===== src/rtl/bist_pkg.sv =====
// Shared types and constants for the c17 BIST controller: FSM states,
// LFSR/MISR widths and feedback polynomials.
package bist_pkg;

  typedef enum logic [1:0] {
    IDLE = 2'd0,
    RUN  = 2'd1,
    DONE = 2'd2
  } bist_state_e;

  localparam int LFSR_W = 5;
  localparam int MISR_W = 8;
  localparam int CNT_W  = 5;

  // x^5+x^3+1 as a Fibonacci tap mask (bits 4 and 2 feed back).
  localparam logic [LFSR_W-1:0] LFSR_TAPS = 5'b10100;
  // x^8+x^4+x^3+x^2+1 with the x^8 term implied.
  localparam logic [MISR_W-1:0] MISR_POLY = 8'h1D;

  function automatic logic [LFSR_W-1:0] lfsr_next(input logic [LFSR_W-1:0] l);
    return {l[LFSR_W-2:0], ^(l & LFSR_TAPS)};
  endfunction

endpackage


===== src/rtl/bist_misr.sv =====
// 8-bit Galois MISR with synchronous clear and enable, compacting the
// 2-bit c17 response into bits 1:0 every enabled cycle.
module bist_misr
  import bist_pkg::*;
(
  input  logic              clk,
  input  logic              rst,
  input  logic              clr,
  input  logic              en,
  input  logic [1:0]        d,
  output logic [MISR_W-1:0] sig
);

  logic fb;
  assign fb = sig[MISR_W-1];

  always_ff @(posedge clk) begin
    if (rst || clr) begin
      sig <= '0;
    end else if (en) begin
      // Unknowns on d are deliberately allowed to poison the signature.
      sig <= {sig[MISR_W-2:0], 1'b0}
           ^ (fb ? MISR_POLY : '0)
           ^ {{(MISR_W-2){1'b0}}, d};
    end
  end

endmodule


===== src/rtl/c17_bist_ctrl.sv =====
// BIST controller for the c17 core: LFSR pattern source, pattern counter
// and IDLE/RUN/DONE sequencing around a response-compacting MISR.
module c17_bist_ctrl
  import bist_pkg::*;
#(
  parameter int                N_PATTERNS = 31,
  parameter logic [LFSR_W-1:0] LFSR_SEED  = 5'b00001,
  parameter logic [MISR_W-1:0] GOLDEN_SIG = 8'h00
) (
  input  logic              clk,
  input  logic              rst,
  input  logic              start,
  output logic [LFSR_W-1:0] pi,
  input  logic [1:0]        po,
  output logic              busy,
  output logic              done,
  output logic [CNT_W-1:0]  pat_cnt,
  output logic [MISR_W-1:0] signature,
  output logic              pass,
  output bist_state_e       fsm_state
);

  bist_state_e       state;
  logic [LFSR_W-1:0] lfsr;
  logic              accept;
  logic              last;

  // start is only honoured outside RUN; it also clears the MISR.
  assign accept = start && (state != RUN);
  assign last   = (pat_cnt == CNT_W'(N_PATTERNS - 1));

  always_ff @(posedge clk) begin
    if (rst) begin
      state   <= IDLE;
      lfsr    <= LFSR_SEED;
      pat_cnt <= '0;
      pi      <= '0;
      busy    <= 1'b0;
      done    <= 1'b0;
    end else begin
      case (state)
        IDLE, DONE: begin
          if (start) begin
            state   <= RUN;
            lfsr    <= LFSR_SEED;
            pi      <= LFSR_SEED;
            pat_cnt <= '0;
            busy    <= 1'b1;
            done    <= 1'b0;
          end
        end
        RUN: begin
          lfsr <= lfsr_next(lfsr);
          if (last) begin
            state <= DONE;
            pi    <= '0;
            busy  <= 1'b0;
            done  <= 1'b1;
          end else begin
            pat_cnt <= pat_cnt + CNT_W'(1);
            pi      <= lfsr_next(lfsr);
          end
        end
        default: state <= IDLE;
      endcase
    end
  end

  bist_misr u_misr (
    .clk (clk),
    .rst (rst),
    .clr (accept),
    .en  (state == RUN),
    .d   (po),
    .sig (signature)
  );

  assign pass      = done && (signature == GOLDEN_SIG);
  assign fsm_state = state;

endmodule


===== config.mk =====
export PLATFORM = sky130hd
export DESIGN_NAME = c17_bist_ctrl
export DESIGN_NICKNAME = d
export VERILOG_FILES = /design/src/rtl/bist_pkg.sv /design/src/rtl/bist_misr.sv /design/src/rtl/c17_bist_ctrl.sv
export SDC_FILE = /design/constraint.sdc
export NUM_CORES = 1
export LEC_CHECK = 0
export CORE_ASPECT_RATIO = 0.75
export CORE_MARGIN = 3
export CORE_UTILIZATION = 48
export DETAILED_ROUTE_END_ITERATION = 12
export PLACE_DENSITY = 0.77
export SLEW_MARGIN = 10
export SYNTH_ARGS = -nofsm -noshare
export SYNTH_HDL_FRONTEND = slang
export SYNTH_HIERARCHICAL = 1
export SYNTH_SLANG_ARGS = --single-unit

===== constraint.sdc =====
create_clock -name clk -period 2.2 [get_ports clk]
set_clock_uncertainty 0.2 [all_clocks]
set_input_delay 0.44 -clock clk [delete_from_list [all_inputs] [get_ports clk]]
set_output_delay 0.44 -clock clk [all_outputs]
set_load 0.05 [all_outputs]

# == After elaboration in Yosys (flattened, before gate mapping) ==
# Cells that the tools add are included.
# classes
bitwise_logic,2
eq_ne,7
n_addsub,1
reduce_logical,12
muxes,17
# ops
op,count
$pmux 5 s2,3
$mux 5,5
$logic_not 8->1,1
$xor 8x2->8,1
$xor 8x8->8,1
$ne 2x2->1 const B,3
$reduce_and 3->1,2
$add 5x1->5 const B,1
$eq 5x5->1 const B,1
$reduce_xor 5->1,1
$mux 1,4
$mux 2,2
$pmux 1 s2,2
$pmux 2 s2,1
$reduce_and 2->1,2
$eq 2x1->1 const B,1
$eq 2x2->1 const B,1
$logic_and 1x1->1,2
$logic_not 2->1,1
$ne 2x1->1 const B,1
$reduce_bool 2->1,1
$reduce_or 2->1,1
$logic_or 1x1->1,1
# totals
ff_bits,27
output_inout_bits,23
wordCells,46

# == Longest topological paths before layout ==
# logic_depth
ltp_word,4
depth_mapped,7
depth_no_buf,5

# == Cells and area by module ==
# The synthesis kept the hierarchy.
# modules_own_cells
module,n_inst,area_per_inst_um2,seq_area_each_um2,cells_each
c17_bist_ctrl,1,859.6,380.4,99
bist_misr,1,362.8,160.2,33

# == Worst setup path before layout ==
# Ideal clock, no wire load.
# synth_path
kind,register -> output
start,register u_misr.sig[3]
end,output pass
n_path_buf,0
slack_ps,-1004
required_time_ps,1560
stages_incl_launch_ff,3
t_arrival_ps,2564
cell_sequence,dfxtp_1 or4_1 nor4_1
# synth_via
elab_chain_cells,2
# synth_rtl
element,line_no,text
from (decl),bist_misr.sv:11,output logic [MISR_W-1:0] sig
from (signal assigned),bist_misr.sv:22,"sig <= {sig[MISR_W-2:0], 1'b0}"
$logic_not 8->1,c17_bist_ctrl.sv:78,assign pass = done && (signature == GOLDEN_SIG);
$logic_and 1x1->1,c17_bist_ctrl.sv:78,
to (decl),c17_bist_ctrl.sv:19,"output logic pass,"
# Every way passes these cells.

# == Final worst setup path ==
# Ends and elaborated chain as after synthesis.

==> metrics.md <==
| Metric | Value |
|---|---|
| Outcome | `finished, violations left` |
| Violated checks | `setup timing` |
| Asr flop ratio synth | `0%` |
| Total wire length | `2610 um` |
| Arrival time at the worst endpoint | `1.62 ns` |
| Kind of critical path | `reg -> out` |
| Post-route setup slack | `-0.0644 ns` |
| Die area | `0.00319 mm2` |
| Crit Path Max Fanout | `4` |
| DP HPWL | `1960 um` |
| R2R cell count | `5` |
| Vias/cell | `~5.5` |
| Post-CTS Setup Bufs | `0` |
| Initial antenna violation count | `0` |
| Gr ovfl total | `0` |
| Mapped Area | `0.00122 mm2` |
| Port Buffers | `27` |
| Worst-Skew Late Latency | `roughly 0.33 ns` |
| CTS tree | `done` |
| CP startpoint | `u_misr/sig[3]$_SDFFE_PP0P_` |
| Placed Area | `0.00152 mm2` |
| Number of global-route vias before repair | `about 1000` |
| Crit path time final | `roughly 2.3 ns` |
| Met3 global-route usage | `roughly 4.8%` |
| Worst setup endpoint | `pass` |
| Global-route wire length before repair | `4780 um` |
| RR Startpoint | `fsm_state[0]$_SDFFE_PP0P_` |
| Fin crit share | `103%` |
| Slew @ Worst Pin | `between 0.5 and 0.6 ns` |
| Clock slew at reported path FFs | `0.15 ns` |
| Crit-path cells | `or4_4 > nor4_4 > buf_12` |
| Busiest grt layer | `met2` |
| Slowest CP cell | `or4_4` |
| Worst path required time | `1.56 ns` |
| Max Fclk | `~0.44 GHz` |
| Max-Slew Margin vs Limit | `65.3%` |
| Slowest stage delay, CP | `0.54 ns` |
| Antenna cells | `0` |
| Fin area | `0.00156 mm2` |
| Commonest non-fill, non-tap cells in the layout | `dfxtp_1, nand3_1, a21oi_1, buf_4` |
| Core Box Area | `0.00236 mm2` |
| Final Slew Violations | `0` |
| Fin nets | `167` |
| Rows | `15` |
| P per Cell Area | `roughly 600 mW/mm2` |
| Top FF cell, synth | `dfxtp_1` |
| Clock root buffer | `clkbuf_4` |
| Total design power | `just over 900 uW` |
| Worst r2r dst | `u_misr/sig[0]$_SDFFE_PP0P_` |
| Post-Syn Nets | `139` |
| Yosys reg bits | `27` |
| DR pass1 iterations | `4` |
| Total CTS buffers | `3` |
| GR Util met2 | `roughly 30%` |
| Synth Instances | `about 130` |
| VDD IR max | `0.000453 V` |
| Die width | `roughly 64 um` |
| GRT Total Usage | `18.7%` |
| Largest net degree at the start of global routing | `17` |
| Register area share after synthesis | `~44%` |
| Number of synthesized flops with an enable pin | `0` |
| M1 GR Usage | `25.5%` |
| Area delta synth->final | `27.9%` |
| Dpl cells | `approximately 190` |
| Commonest non-fill, non-tap cell in the layout | `dfxtp_1` |
| Final TNS setup | `-0.0644 ns` |
| Yosys cell types | `31` |
| Min-delay worst type | `reg -> reg` |
| Final Setup Violations | `1` |
| DR vias | `1054` |
| Lkg Pwr | `0.674 nW` |
| Final core utilization | `66.1%` |
| Worst reg-to-reg setup slack | `0.49 ns` |
| Avg WL per Cell | `13.5 um` |
| Syn Area/Cell | `9.26 um2` |
| CTS H-tree lvls | `1` |
| Placer Congestion | `0.744` |
| Hold Fails Final Rpt | `0` |
| First DRT Iteration DRCs | `53` |
| Final ANT Viol Nets | `0` |
| CP Capture Type | `output pin` |
| Clock Sinks | `27` |
| Max Root-Sink Buffers | `2` |
| # IOs | `28` |
| RSZ-0062 raised after global routing | `true` |
| YS warnings | `6` |
| Remaining DRCs | `0` |
| Layout cell share with drive strength beyond 1 | `22.0%` |
| CP startpoint kind | `flop` |
| Non-Filler Instances | `193` |
| Height of the die | `roughly 50 um` |
| Max Cap Viol | `0` |
| Initial Util | `51.7%` |
[metrics by stage]
| stage | hold WS, ns | worst slack [ns] |
|---|---|---|
| detailed placement | 0.262 | 0.129 |
| global route | 0.302 | -0.133 |
| global placement | 0.252 | 0.206 |
| CTS | 0.285 | -0.0738 |
| finish | 0.282 | -0.0644 |
| floorplan | 0.245 | 0.0176 |
[routing by layer]
metal,wire length [um],share of wire (%)
met1,1240,47
met2,1270,49
met3,100,3.8
met4,0,0
met5,0,0
[synthesized netlist by cell type (3+ instances only)]
library cell | n | area (um2)
nand3_1 | 16 | 80.1
xnor2_1 | 5 | 43.8
nor4_1 | 5 | 31.3
nor3_1 | 3 | 15.0
dfxtp_1 | 27 | 541
a31o_2 | 3 | 26.3
a211oi_2 | 5 | 62.6
a21oi_1 | 13 | 65.1
nor2_1 | 11 | 41.3
inv_1 | 4 | 15.0
nand2_1 | 11 | 41.3
mux2i_1 | 3 | 30.0
[power breakdown]
| group | switching (mW) | total [mW] | internal (mW) |
|---|---|---|---|
| registers | 0.0178 | 0.526 | 0.508 |
| logic | 0.124 | 0.188 | 0.0645 |
| clock network | 0.151 | 0.220 | 0.0696 |
| total | 0.292 | 0.934 | 0.642 |
[cells by family (layout without fill, tap and decap cells)]
group	Yosys count	after routing	synth area share, %
compound gates	24	24	16.3
xor+xnor	6	6	4.30
fa+ha+maj	2	2	2.05
buf+inv	13	40	6.04
flops	27	27	44.2
mux	3	3	2.46
simple gates	57	57	24.7
[worst min-delay path by stage]
| stage | start | slack [ns] | cells after the start | end |
|---|---|---|---|---|
| 2_1_floorplan | lfsr[3]$_SDFFE_PP0P_ | 0.25 | 2 | lfsr[4]$_SDFFE_PP0P_ |
| 3_3_place_gp | pi[2]$_SDFFE_PP0P_ | 0.25 | 2 | pi[2]$_SDFFE_PP0P_ |
| 3_5_place_dp | lfsr[3]$_SDFFE_PP0P_ | 0.26 | 2 | lfsr[4]$_SDFFE_PP0P_ |
| 4_1_cts | pi[1]$_SDFFE_PP0P_ | 0.28 | 2 | pi[1]$_SDFFE_PP0P_ |
| 5_1_grt | pi[1]$_SDFFE_PP0P_ | 0.30 | 2 | pi[1]$_SDFFE_PP0P_ |
| 6_report | done$_SDFFE_PP0P_ | 0.28 | 2 | done$_SDFFE_PP0P_ |
[registers in the layout, summed over array words and instances (netlist names)]
| signal | cells |
|---|---|
| pi | 5 |
| fsm_state | 2 |
| done | 1 |
| u_misr/sig | 8 |
| lfsr | 5 |
| busy | 1 |
| pat_cnt | 5 |
[area by class of cell]
type / instances / area (um2)
multi-input cells: 92 / 627
clock inverters: 1 / 7.51
flip-flops and latches: 27 / 544
well taps: 34 / 42.5
clock buffers: 3 / 22.5
inverters: 5 / 18.8
repair buffers: 31 / 302
fillers: 202 / 801
[worst max-delay path, delay by kind of cell, from the launching register on]
family | cells | cell delay, ns
simple gates | 2 | 0.74
flops | 1 | 0.37
buf+inv | 1 | 0.18
[repair_timing]
item,CTS,global route
endpoints found under the setup margin,2,7
hold buffers,0,0
gates resized for setup,2,6
(Power assumes the default switching activity.)
